**src/rtl/imem_pkg.sv**
```systemverilog
// Shared definitions for the instruction-memory arbiter: FSM states, fault
// data default and the helper that sizes the memory word index.
package imem_pkg;

    typedef enum logic {
        ST_BOOT = 1'b0,
        ST_RUN  = 1'b1
    } imem_state_t;

    localparam logic [31:0] NOP_WORD_DEFAULT = 32'h0000_0013;

    localparam int REQ_LOAD  = 0;
    localparam int REQ_FETCH = 1;

    function automatic int word_idx_w(input int depth);
        return (depth > 1) ? $clog2(depth) : 1;
    endfunction

endpackage

```
**src/rtl/rr_arb2.sv**
```systemverilog
// Two-requester round-robin arbiter. A lone requester is granted at once;
// on a tie the requester not granted most recently wins.
module rr_arb2 (
    input  logic       clk,
    input  logic       rst_n,
    input  logic       en,
    input  logic [1:0] req,
    output logic [1:0] gnt
);

    // Index of the requester that wins a tie; requester 0 first after reset.
    logic prio_q;
    logic prio_d;

    always_comb begin
        gnt    = 2'b00;
        prio_d = prio_q;
        if (en) begin
            case (req)
                2'b01:   gnt = 2'b01;
                2'b10:   gnt = 2'b10;
                2'b11:   gnt = prio_q ? 2'b10 : 2'b01;
                default: gnt = 2'b00;
            endcase
            if (gnt[0]) begin
                prio_d = 1'b1;
            end else if (gnt[1]) begin
                prio_d = 1'b0;
            end
        end
    end

    always_ff @(posedge clk or negedge rst_n) begin
        if (!rst_n) begin
            prio_q <= 1'b0;
        end else begin
            prio_q <= prio_d;
        end
    end

endmodule

```
**src/rtl/imem_arbiter.sv**
```systemverilog
// Single-port instruction memory shared by the program loader and the fetch
// stage; loads only until the image is complete, then round-robin.
//
// state   | meaning
// --------+-------------------------------------------------------------
// ST_BOOT | loader owns the memory, fetches are held off (not dropped)
// ST_RUN  | loader and fetch share the port round-robin; left only by reset
module imem_arbiter
    import imem_pkg::*;
#(
    parameter int          DEPTH    = 256,
    parameter logic [31:0] NOP_WORD = NOP_WORD_DEFAULT
) (
    input  logic                          clk,
    input  logic                          rst_n,
    input  logic                          fetch_req,
    input  logic [31:0]                   fetch_addr,
    output logic                          fetch_gnt,
    output logic                          fetch_rvalid,
    output logic [31:0]                   fetch_rdata,
    output logic                          fetch_err,
    input  logic                          load_req,
    input  logic [31:0]                   load_addr,
    input  logic [31:0]                   load_wdata,
    output logic                          load_gnt,
    input  logic                          load_done,
    output logic                          running,
    output logic                          mem_en,
    output logic                          mem_we,
    output logic [word_idx_w(DEPTH)-1:0]  mem_addr,
    output logic [31:0]                   mem_wdata,
    input  logic [31:0]                   mem_rdata
);

    localparam int AW = word_idx_w(DEPTH);

    imem_state_t state_q;
    imem_state_t state_d;
    logic        pend_q;
    logic        pend_d;
    logic        pend_err_q;
    logic        pend_err_d;

    logic        arb_en;
    logic [1:0]  arb_req;
    logic [1:0]  arb_gnt;
    logic        fetch_ok;
    logic        load_ok;

    function automatic logic addr_ok(input logic [31:0] a);
        return (a[1:0] == 2'b00) && ((a >> (AW + 2)) == 32'd0);
    endfunction

    assign fetch_ok = addr_ok(fetch_addr);
    assign load_ok  = addr_ok(load_addr);

    // The arbiter only sees RUN-state traffic, so boot-time loads leave the
    // pointer at its reset value and the first contended cycle favours load.
    assign arb_en              = rst_n && (state_q == ST_RUN);
    assign arb_req[REQ_LOAD]   = load_req;
    assign arb_req[REQ_FETCH]  = fetch_req;

    rr_arb2 u_rr_arb2 (
        .clk   (clk),
        .rst_n (rst_n),
        .en    (arb_en),
        .req   (arb_req),
        .gnt   (arb_gnt)
    );

    always_comb begin
        state_d   = state_q;
        load_gnt  = 1'b0;
        fetch_gnt = 1'b0;
        if (rst_n) begin
            case (state_q)
                ST_BOOT: begin
                    load_gnt = load_req;
                    if (load_done) begin
                        state_d = ST_RUN;
                    end
                end
                ST_RUN: begin
                    load_gnt  = arb_gnt[REQ_LOAD];
                    fetch_gnt = arb_gnt[REQ_FETCH];
                end
                default: state_d = ST_BOOT;
            endcase
        end
    end

    // Illegal accesses are still granted but never reach the memory.
    always_comb begin
        mem_en    = 1'b0;
        mem_we    = 1'b0;
        mem_addr  = '0;
        mem_wdata = '0;
        if (load_gnt) begin
            mem_addr  = load_addr[AW+1:2];
            mem_wdata = load_wdata;
            mem_en    = load_ok;
            mem_we    = load_ok;
        end else if (fetch_gnt) begin
            mem_addr = fetch_addr[AW+1:2];
            mem_en   = fetch_ok;
        end
    end

    always_comb begin
        pend_d     = fetch_gnt;
        pend_err_d = fetch_gnt && !fetch_ok;
    end

    always_ff @(posedge clk or negedge rst_n) begin
        if (!rst_n) begin
            state_q    <= ST_BOOT;
            pend_q     <= 1'b0;
            pend_err_q <= 1'b0;
        end else begin
            state_q    <= state_d;
            pend_q     <= pend_d;
            pend_err_q <= pend_err_d;
        end
    end

    assign running      = (state_q == ST_RUN);
    assign fetch_rvalid = pend_q;
    assign fetch_err    = pend_q && pend_err_q;

    always_comb begin
        fetch_rdata = '0;
        if (pend_q) begin
            fetch_rdata = pend_err_q ? NOP_WORD : mem_rdata;
        end
    end

endmodule

```
**config.mk**
```make
export PLATFORM = sky130hd
export DESIGN_NAME = imem_arbiter
export DESIGN_NICKNAME = d
export VERILOG_FILES = /design/src/rtl/imem_pkg.sv /design/src/rtl/rr_arb2.sv /design/src/rtl/imem_arbiter.sv
export SDC_FILE = /design/constraint.sdc
export NUM_CORES = 1
export LEC_CHECK = 0
export ABC_AREA = 0
export CAP_MARGIN = 10
export CORE_AREA = 2 2 81 83
export DETAILED_ROUTE_END_ITERATION = 16
export DIE_AREA = 0 0 83 85
export PLACE_DENSITY_LB_ADDON = 0.12
export SYNTH_ARGS = -nofsm -noshare
export SYNTH_HDL_FRONTEND = slang
export SYNTH_SLANG_ARGS = --single-unit
```
**constraint.sdc**
```tcl
create_clock -name clk -period 2.4 [get_ports clk]
set_input_delay 0.24 -clock clk [delete_from_list [all_inputs] [get_ports clk]]
set_output_delay 0.24 -clock clk [all_outputs]
set_load 0.005 [all_outputs]
```
==> results.md <==
Cells and area:
- The area growth from synthesis to layout is 275.8%.
- The layout cell share with drive strength beyond 1 is 0.02160.
- The final core utilization is 0.4918.
- The number of antenna diodes in the final layout is 0.
- The most common cell after layout, fill and taps aside is clkdlybuf4s50_1.
- After filler insertion, the fill cell instance count of the layout stands at 598.
- The net count reported at finish is 459.
- The non-filler instance count after layout is around 400.
- In the layout the commonest cells are clkdlybuf4s50_1 (211), and2_1 (62), nor4_1 (12), a22o_1 (8).
- Summing all non-filler instances in the final layout gives an area of 3052 sq um.

Placed design:
- Input and output buffers added on the ports amount to 211.
- The post-placement worst setup slack is 0.2149 ns.
- The final weighted congestion in routability-driven placement is 0.7302.
- The total placed instance area is 3010 sq um.
- The instance count after placement with tap cells included is ~400.
- Detailed placement finished with a half-perimeter wire length of 5092 microns.

Synthesis:
- Of the synthesized area, sequential elements account for 0.1233.
- The synthesized design contains 0 enable-type register cells.
- The complex-gate fraction of the synthesized area was 0.1618.
- The cell area that synthesis handed to floorplanning was approximately 800 sq um.
- Of the total synthesized cell area, the portion taken by AND, OR, NAND and NOR gates is 0.6549.
- The total number of yosys warnings is 0.
- The XOR/XNOR share of the synthesized area is 0.
- The gate count of the mapped netlist is between 100 and 150.
- The portion of synthesized area spent on multiplexers is 0.
- By area, the combinational part of the netlist is dominated by simple AND/OR/NAND/NOR gates.
- The count of distinct cell types in the synthesized netlist is 21.
- The synthesized area per cell is 7.061 sq um.
- Of the total synthesized cell area, the portion taken by full adders, half adders and majority gates is 0.
- In the synthesized netlist the async set-or-reset flop fraction comes to 1.000.
- After synthesis the netlist holds a flip-flop and latch count of 4.
- Synthesis produced a netlist with a net count of 248.
- The most frequently used flop master after synthesis is dfrtp_1.

Timing:
- The number of pins exceeding their max-slew limit in the final report is 0.
- Adding up every negative setup slack in the final design gives 0 ns.
- The final worst-path cycle share is 0.9063.
- Once routing completed, OpenROAD measured the worst setup slack at 0.2249 ns.
- Based on the critical path, the design can be clocked at up to 459.7 MHz.
- The post-route clock skew is 0.001517 ns.
- The transition time at the pin with the least slew margin is approximately 0.42 ns.
- Setup repair after global routing left no endpoint under its margin.
- The worst hold slack after final layout is 0.3620 ns.
- The relative slew slack is 0.7192.
- The worst path in the final design needs a cycle of roughly 2.2 ns, including I/O delays and setup.
- Setup violations remaining at the end of the flow were counted as 0.
- The number of hold-slack violations in the final timing report is 0.

Routing:
- Wire segments on met3 add up to 787 microns in the final route.
- The post-detailed-route via-to-cell ratio is 4.055.
- The routed metal-1 wire length is 1720 microns.
- The routed length per placed instance is 13.86 microns.
- The detailed-route DRC error count is 0.
- Summing over every cut layer, the via total after detailed routing is 1626.
- The total met2 wirelength after detailed routing is a little over 3000 microns.
- The uppermost layer routed is met3.
- The DRC violation total after the first TritonRoute iteration is 60.
- The first detailed-routing pass took 4 iterations.
- In this run the remaining antenna-violating nets after routing total 0.
- The final layout contains routed wiring with a total length of 5558 microns.

GRT:
- The number of antenna violations at the first check in global routing is 0.
- The first global-routing pass estimated 8142 microns of wire.
- The total track usage is 0.1431.
- The global route total overflow is 0.
- The via count of the first global-routing pass is roughly 1600.
- Entering global routing, the biggest net connects 42 pins.

Clock network:
- The total number of H-tree levels is 1.
- The number of buffers inserted by hold repair at cts is 0.
- The cell at the root of the clock tree is clkbuf_8.
- Buffers inserted during clock tree synthesis total 3.
- Buffers added to address setup during post-CTS repair amount to 0.
- After clock tree synthesis, the repair step resized 0 gates.
- For the worst-skew pair, the clock arrives at the later sink with an insertion delay of 0.21 ns.
- After clock tree synthesis, the clock-pin slew on the worst setup and hold paths is approximately 0.030 ns.
- The clock tree from TritonCTS is yes.
- The maximum count of clock buffers along a single path is 2.
- The clock sink total is 4.

Setup path:
- Measured in cells, the most critical reg-to-reg path has a length of 3.
- In this run the critical register-to-register path is captured at pend_err_q.
- The arrival time reported for the critical path endpoint is 1.94 ns.
- The data required time of the critical path is between 2 and 2.5 ns.
- The startpoint-to-endpoint class of the critical path is in -> out.
- The worst setup path is launched from a primary input.
- The critical path capture point type is an output pin.
- In this run the worst path has a maximum fanout of 2.
- The launch point of the worst reg-to-reg path is running.
- The internal reg-to-reg setup slack is 1.33 ns.

Power and ir drop:
- In this run the power density over the cells is approximately 220 nW/um^2.
- The design draws 0.6759 mW.
- The peak supply drop is 137.2 uV.
- For this design the static power due to leakage is 1.136 nW.

Die:
- The overall die area is roughly 7100 sq um.
- The initial standard-cell utilization of the core is 0.1309.
- The core region area is 6205 sq um.
- From bottom edge to top edge, the die measures 85 microns.
- approximately 210 I/O pins were placed.
- The count of standard-cell rows is 29.
- The die is 83 microns wide.

Outcome:
- The run finished with clean final reports.

Run:
- The count of maximum capacitance violations is 0.

Min path:
- The type of the tightest min-delay check is in -> async.
## Yosys cell counts, drive strengths merged, types with 2 or more instances
cell type	count	area [sq um]
buf	7	41.29
dfrtp	4	100.1
nand3	2	10.01
o21a	4	30.03
and2	63	396.6
a22o	8	70.07
nor4	12	75.07
nand4	3	18.77
nand2	2	7.510
## layout make-up
type                       instances  area, sq um  share of cell area
inverter                           1        3.754            0.001230
timing repair buffer             214         2147              0.7036
multi-input combinational        102        663.1              0.2173
tap                               77        96.34             0.03157
sequential                         4        100.1             0.03280
clock buffer                       3        41.29             0.01353
## registers in the layout, summed over array words and instances (netlist names)
signal            count
fetch_rvalid          1
pend_err_q            1
running               1
u_rr_arb2.prio_q      1
## metal layers
layer  GRT usage  up-vias
li1            -      817
met1      0.1172      679
met2      0.3006      130
met3     0.07296        0
met4     0.02683        0
met5           0        -
## cell families after synthesis
kind of cell           after synthesis
DFF                                  4
and+or+nand+nor                     86
AOI/OAI and AO/OA                   16
buffers and inverters                9
## critical path, stage by stage
cell             delay [ns]
clkdlybuf4s50_1        0.40
nor4_1                 0.42
nand4_1                0.19
o32ai_1                0.14
clkdlybuf4s50_1        0.55
## worst max-delay path by stage
stage / from / end / cells after the start
3_5_place_dp: load_addr[26] / mem_en / 5
6_report: fetch_addr[13] / mem_en / 5
5_1_grt: load_addr[26] / mem_en / 5
4_1_cts: load_addr[1] / mem_en / 5
2_1_floorplan: running / mem_addr[0] / 4
3_3_place_gp: load_addr[1] / mem_en / 5
## power breakdown
group          leakage, nW  switching (mW)  internal (mW)
Clock               0.0216          0.0327          0.107
Combinational         1.07           0.111          0.344
Sequential          0.0462         0.00724         0.0743
(Power assumes the default switching activity.)
